**src/rtl/seq_serializer.sv**
```systemverilog
// Parallel-to-serial feeder for the 1001 detector: one-word hold buffer in front of
// an MSB-first shifter with downstream stall and an end-of-word pulse.
module seq_serializer #(
    parameter int unsigned WIDTH = 8,
    parameter int unsigned CNT_W = 5
) (
    input  logic             CLK,
    input  logic             RST,
    input  logic [WIDTH-1:0] DIN,
    input  logic             DIN_VALID,
    output logic             DIN_READY,
    input  logic             SER_EN,
    output logic             X,
    output logic             X_VALID,
    output logic             WORD_DONE,
    output logic             BUSY
);

    typedef enum logic [0:0] {IDLE, SHIFT} state_t;

    localparam logic [CNT_W-1:0] LAST_CNT = CNT_W'(WIDTH - 1);

    state_t           state;
    logic [WIDTH-1:0] sr;
    logic [WIDTH-1:0] hb;
    logic             hb_full;
    logic [CNT_W-1:0] cnt;
    logic             word_done;

    logic last_bit;
    logic drain;
    logic accept;

    always_comb begin
        last_bit = (state == SHIFT) && SER_EN && (cnt == LAST_CNT);
        drain    = hb_full && ((state == IDLE) || last_bit);
        // Accept never overlaps a drain: both need opposite values of hb_full.
        accept   = DIN_VALID && !hb_full;
    end

    always_ff @(posedge CLK) begin
        if (RST) begin
            state     <= IDLE;
            sr        <= '0;
            cnt       <= '0;
            hb        <= '0;
            hb_full   <= 1'b0;
            word_done <= 1'b0;
        end else begin
            word_done <= last_bit;
            case (state)
                IDLE: begin
                    if (hb_full) begin
                        sr    <= hb;
                        cnt   <= '0;
                        state <= SHIFT;
                    end
                end
                SHIFT: begin
                    if (SER_EN) begin
                        if (cnt == LAST_CNT) begin
                            if (hb_full) begin
                                sr  <= hb;
                                cnt <= '0;
                            end else begin
                                state <= IDLE;
                            end
                        end else begin
                            sr  <= sr << 1;
                            cnt <= cnt + 1'b1;
                        end
                    end
                end
                default: state <= IDLE;
            endcase

            if (accept) begin
                hb      <= DIN;
                hb_full <= 1'b1;
            end else if (drain) begin
                hb_full <= 1'b0;
            end
        end
    end

    always_comb begin
        DIN_READY = !hb_full && !RST;
        X_VALID   = (state == SHIFT);
        X         = (state == SHIFT) && sr[WIDTH-1];
        WORD_DONE = word_done;
        BUSY      = (state == SHIFT) || hb_full;
    end

endmodule
```
**config.mk**
```make
export PLATFORM = sky130hd
export DESIGN_NAME = seq_serializer
export DESIGN_NICKNAME = d
export VERILOG_FILES = /design/src/rtl/seq_serializer.sv
export SDC_FILE = /design/constraint.sdc
export NUM_CORES = 1
export LEC_CHECK = 0
export BUFFER_PORTS_ARGS = -buffer_cell sky130_fd_sc_hd__buf_2
export CAP_MARGIN = 25
export CORE_ASPECT_RATIO = 1.4
export CORE_MARGIN = 5
export CORE_UTILIZATION = 50
export CTS_BUF_LIST = sky130_fd_sc_hd__clkbuf_8
export DETAILED_ROUTE_END_ITERATION = 10
export PLACE_DENSITY = 0.71
export SLEW_MARGIN = 0
export SYNTH_ARGS = -nofsm -noshare
export SYNTH_HDL_FRONTEND = slang
export SYNTH_SLANG_ARGS = --single-unit
```
**constraint.sdc**
```tcl
create_clock -name CLK -period 2.3 [get_ports CLK]
set_clock_uncertainty 0.2 [all_clocks]
set_input_delay 0.115 -clock CLK [delete_from_list [all_inputs] [get_ports CLK]]
set_output_delay 0.115 -clock CLK [all_outputs]
set_load 0.02 [all_outputs]
```
==> results by stage <==
Synthesis:
- In this run, distinct cell masters in the synthesized netlist total 38.
- The cell area that synthesis handed to floorplanning was 0.00123 mm².
- The register bit total from synthesis is 24.
- The warning count from the yosys run is 0.
- The share of the Yosys chip area taken by registers is 39.2%.
- Dividing the synthesized area by the synthesized cell count gives 9.15 µm².
- The cell count after synthesis came out at 134.
- The synthesized net count is 147.

Timing:
- Headroom to the max-slew limit came out at 64.3%.
- The slack of the critical path is 0.436 ns.
- Dividing the final minimum period by the clock period gives 81.0%.
- The maximum clock frequency is 537 MHz.
- The worst path needs 1.86 ns of the cycle, external delays included.
- The worst-margin pin slew is 0.535 ns.
- The sum of negative setup slack is 0 ns.
- Setup repair after global routing left no endpoint under its margin.
- The hold violation count in the final report is 0.
- Setup violations remaining at the end of the flow were counted as 0.
- The max-slew violation count is 0.

Power:
- For this design the static power due to leakage is 0.516 nW.
- The share of total power dissipated in combinational logic is 14.7%.
- The net switching component of the power is 0.000247 W.
- Internal power comes to 0.000737 W.
- Net switching is 25.1% of the power.
- The share of total power dissipated in sequential elements is 46.9%.
- The clock network power share is 38.4%.
- The maximum resistive drop on vdd is 671 µV.
- For this design the ratio of total power to cell area is 694 mW/mm².

Route:
- The number of vias after detailed routing is 1055.
- The routed wire length is 2660 µm.
- The number of search-and-repair iterations in the first detailed-routing pass is 4.
- The remaining routing DRC violations is 0.
- Wire segments on met2 add up to 1390 µm in the final route.
- In the detailed route, the total length drawn on met3 is 97 µm.
- The length of routed wiring on met1 is 1090 µm.
- After detailed routing, the number of vias per cell comes to 6.06.
- The number of nets still failing antenna checks after routing is 0.
- After the first detailed-routing iteration, the DRC count stood at 38.
- In the final routed layout, each cell accounts on average for 15.3 µm.
- The uppermost signal routing layer after detailed routing is met4.

Cells and area:
- The number of diodes is 0.
- The most common cell after layout, fill and taps aside is sky130_fd_sc_hd__dfxtp_1.
- In the layout the commonest cells are sky130_fd_sc_hd__dfxtp_1, sky130_fd_sc_hd__nand2_1, sky130_fd_sc_hd__buf_2.
- The net count of the finished layout is 165.
- From synthesis to final layout, the design area changed by 15.6%.
- The post-route non-filler standard cell count is 174.
- Cells with a size suffix above 1 make up 23.8% of the layout.

Floorplanning:
- The total die area is 0.00356 mm².
- During I/O placement, the number of pins put on the boundary was 17.
- The initial core utilization is 51.9%.
- The floorplan has 21 rows.
- The floorplan step defined a core boundary enclosing 0.00236 mm².
- From left edge to right edge, the die measures 51.9 µm.
- The floorplan step set the die height to 68.6 µm.

Placement:
- Routability-driven placement finished with a final weighted congestion of 0.827.
- Once detailed placement completed, the half-perimeter wirelength came to 1770 µm.
- The quantity of I/O buffers inserted on ports is 16.
- The cell count after placement is 162.
- The worst slack at placement is 0.490 ns.

Clock network:
- The clock-pin transition on the worst setup and hold timing paths is 0.09 ns.
- In this run, post-CTS repair resized a total of 0 instances.
- The insertion delay to the later sink of the worst-skew pair is 0.27 ns.
- Clock tree synthesis inserted a total of 3 buffers.
- The clock root buffer master is sky130_fd_sc_hd__clkbuf_8.
- In this run the number of H-tree levels came out at 1.
- The longest clock path from root to sink contains 2 buffers.
- The sink count of the clock tree is 24.
- The CTS tree is built.

Critical path:
- Data arrives at the worst endpoint at 1.81 ns.
- In this run the worst path has a maximum fanout of 11.
- The worst setup path is launched from a flop.
- The launch point of the critical path is cnt[0].
- The worst reg2reg path startpoint is cnt[0].
- For the worst setup path, the data required time is 2.24 ns.
- STA classifies the critical path endpoint as a flop.
- The critical path in this run is classified as reg2reg.

GRT:
- The global-route total usage across every layer is 17.5%.
- The number of global-route vias before repair is 1087.
- The final global-route overflow total is 0.
- The pin count of the biggest net entering global routing is 27.
- The global-route wire length before repair is 4640 µm.
- The initial antenna violation count is 0.

Min path:
- The critical hold path startpoint is SER_EN.
- The tightest min-delay check is of the in2reg type.

Flow run:
- The tool flagged a number of max-cap violations equal to 0.

Outcome:
- The flow ran to the end, and the final reports show no timing, DRC or antenna violations.
==> sequential cells by signal (all words and copies together) (netlist names) <==
name,count
X_VALID,1
hb_full,1
sr,8
cnt,5
hb,8
WORD_DONE,1
==> power groups by stage <==
stage                     Sequential [W]  Combinational (W)  Clock, W
final                           0.000462           0.000145  0.000378
after global routing            0.000467           0.000160  0.000400
after CTS                       0.000462           0.000145  0.000382
after detailed placement        0.000472           0.000133         0
after global placement          0.000471           0.000129         0
after floorplan                 0.000462           0.000112         0
==> routing by layer <==
layer  global-route usage, %  up-vias
met5                       0        -
met4                    12.1        0
met3                    2.15        8
met2                    32.5       33
met1                    17.7      489
li1                        -      525
==> worst max-delay path: stages (launching register included) <==
cell                        delay, ns
sky130_fd_sc_hd__dfxtp_1         0.37
sky130_fd_sc_hd__ha_1            0.25
sky130_fd_sc_hd__nand4bb_2       0.32
sky130_fd_sc_hd__a2111oi_2       0.51
sky130_fd_sc_hd__a2111oi_2       0.08
==> Yosys cell counts, drive strengths merged <==
| cell | number | area, µm² |
|---|---|---|
| o2111ai | 1 | 8.76 |
| ha | 1 | 12.5 |
| nor3 | 2 | 10.0 |
| a21oi | 15 | 75.1 |
| o32ai | 6 | 52.6 |
| a2111oi | 2 | 30.0 |
| a2bb2oi | 1 | 26.3 |
| o21ai | 1 | 5.00 |
| o32a | 1 | 10.0 |
| nand2b | 4 | 27.5 |
| nor2b | 2 | 12.5 |
| nand4bb | 1 | 16.3 |
| clkbuf | 2 | 7.51 |
| nand2 | 17 | 71.3 |
| a211oi | 1 | 7.51 |
| nand4 | 1 | 6.26 |
| dfxtp | 24 | 480 |
| buf | 11 | 76.3 |
| inv | 10 | 37.5 |
| and4bb | 1 | 16.3 |
| mux2i | 1 | 10.0 |
| o221ai | 3 | 26.3 |
| nand3 | 11 | 55.1 |
| and2 | 1 | 6.26 |
| o211ai | 1 | 7.51 |
| a21boi | 1 | 7.51 |
| or3 | 2 | 12.5 |
| o22ai | 1 | 6.26 |
| a221oi | 6 | 90.1 |
| a21o | 1 | 7.51 |
| nor2 | 2 | 7.51 |
==> cell families (layout without fill, tap and decap cells) <==
kind of cell	after synthesis	count (layout)	share of synthesized area, %
buffers and inverters	23	40	9.90
AOI/OAI and AO/OA	41	41	29.4
DFF	24	24	39.2
and+or+nand+nor	44	44	19.7
muxes	1	1	0.816
adders and majority gates	1	1	1.02
==> area by class of cell <==
class,instances,area (µm²)
multi-input cells,87,624
inverters,10,37.5
flip-flops and latches,24,480
clock buffers,3,41.3
well taps,23,28.8
clock inverters,1,30.0
repair buffers,26,175
fillers,216,947
==> worst paths after layout <==
kind	endpoint	slack [ns]	cells past startpoint
min reg2reg	hb[6]	0.26	2
min	cnt[1]	0.003	3
max	sr[7]	0.44	4
max reg2reg	sr[7]	0.44	4
==> what timing repair did <==
item,4_1_cts,5_1_grt
hold buffers,8,0
setup endpoints to repair,0,0
setup buffers,0,0
endpoints found under the hold margin,8,0
==> through the flow <==
step	cell area (µm²)	power (W)	hold WS (ns)	utilization [%]
finish	1420	0.000985	0.00347	59.9
global placement	1270	0.000600	0.156	53.5
floorplan	1230	0.000574	0.0510	-
CTS	1420	0.000989	0.00123	59.9
global route	1420	0.00103	0.0403	59.9
detailed placement	1270	0.000605	0.162	53.5
Note: power is estimated with default switching activity, not from simulation.
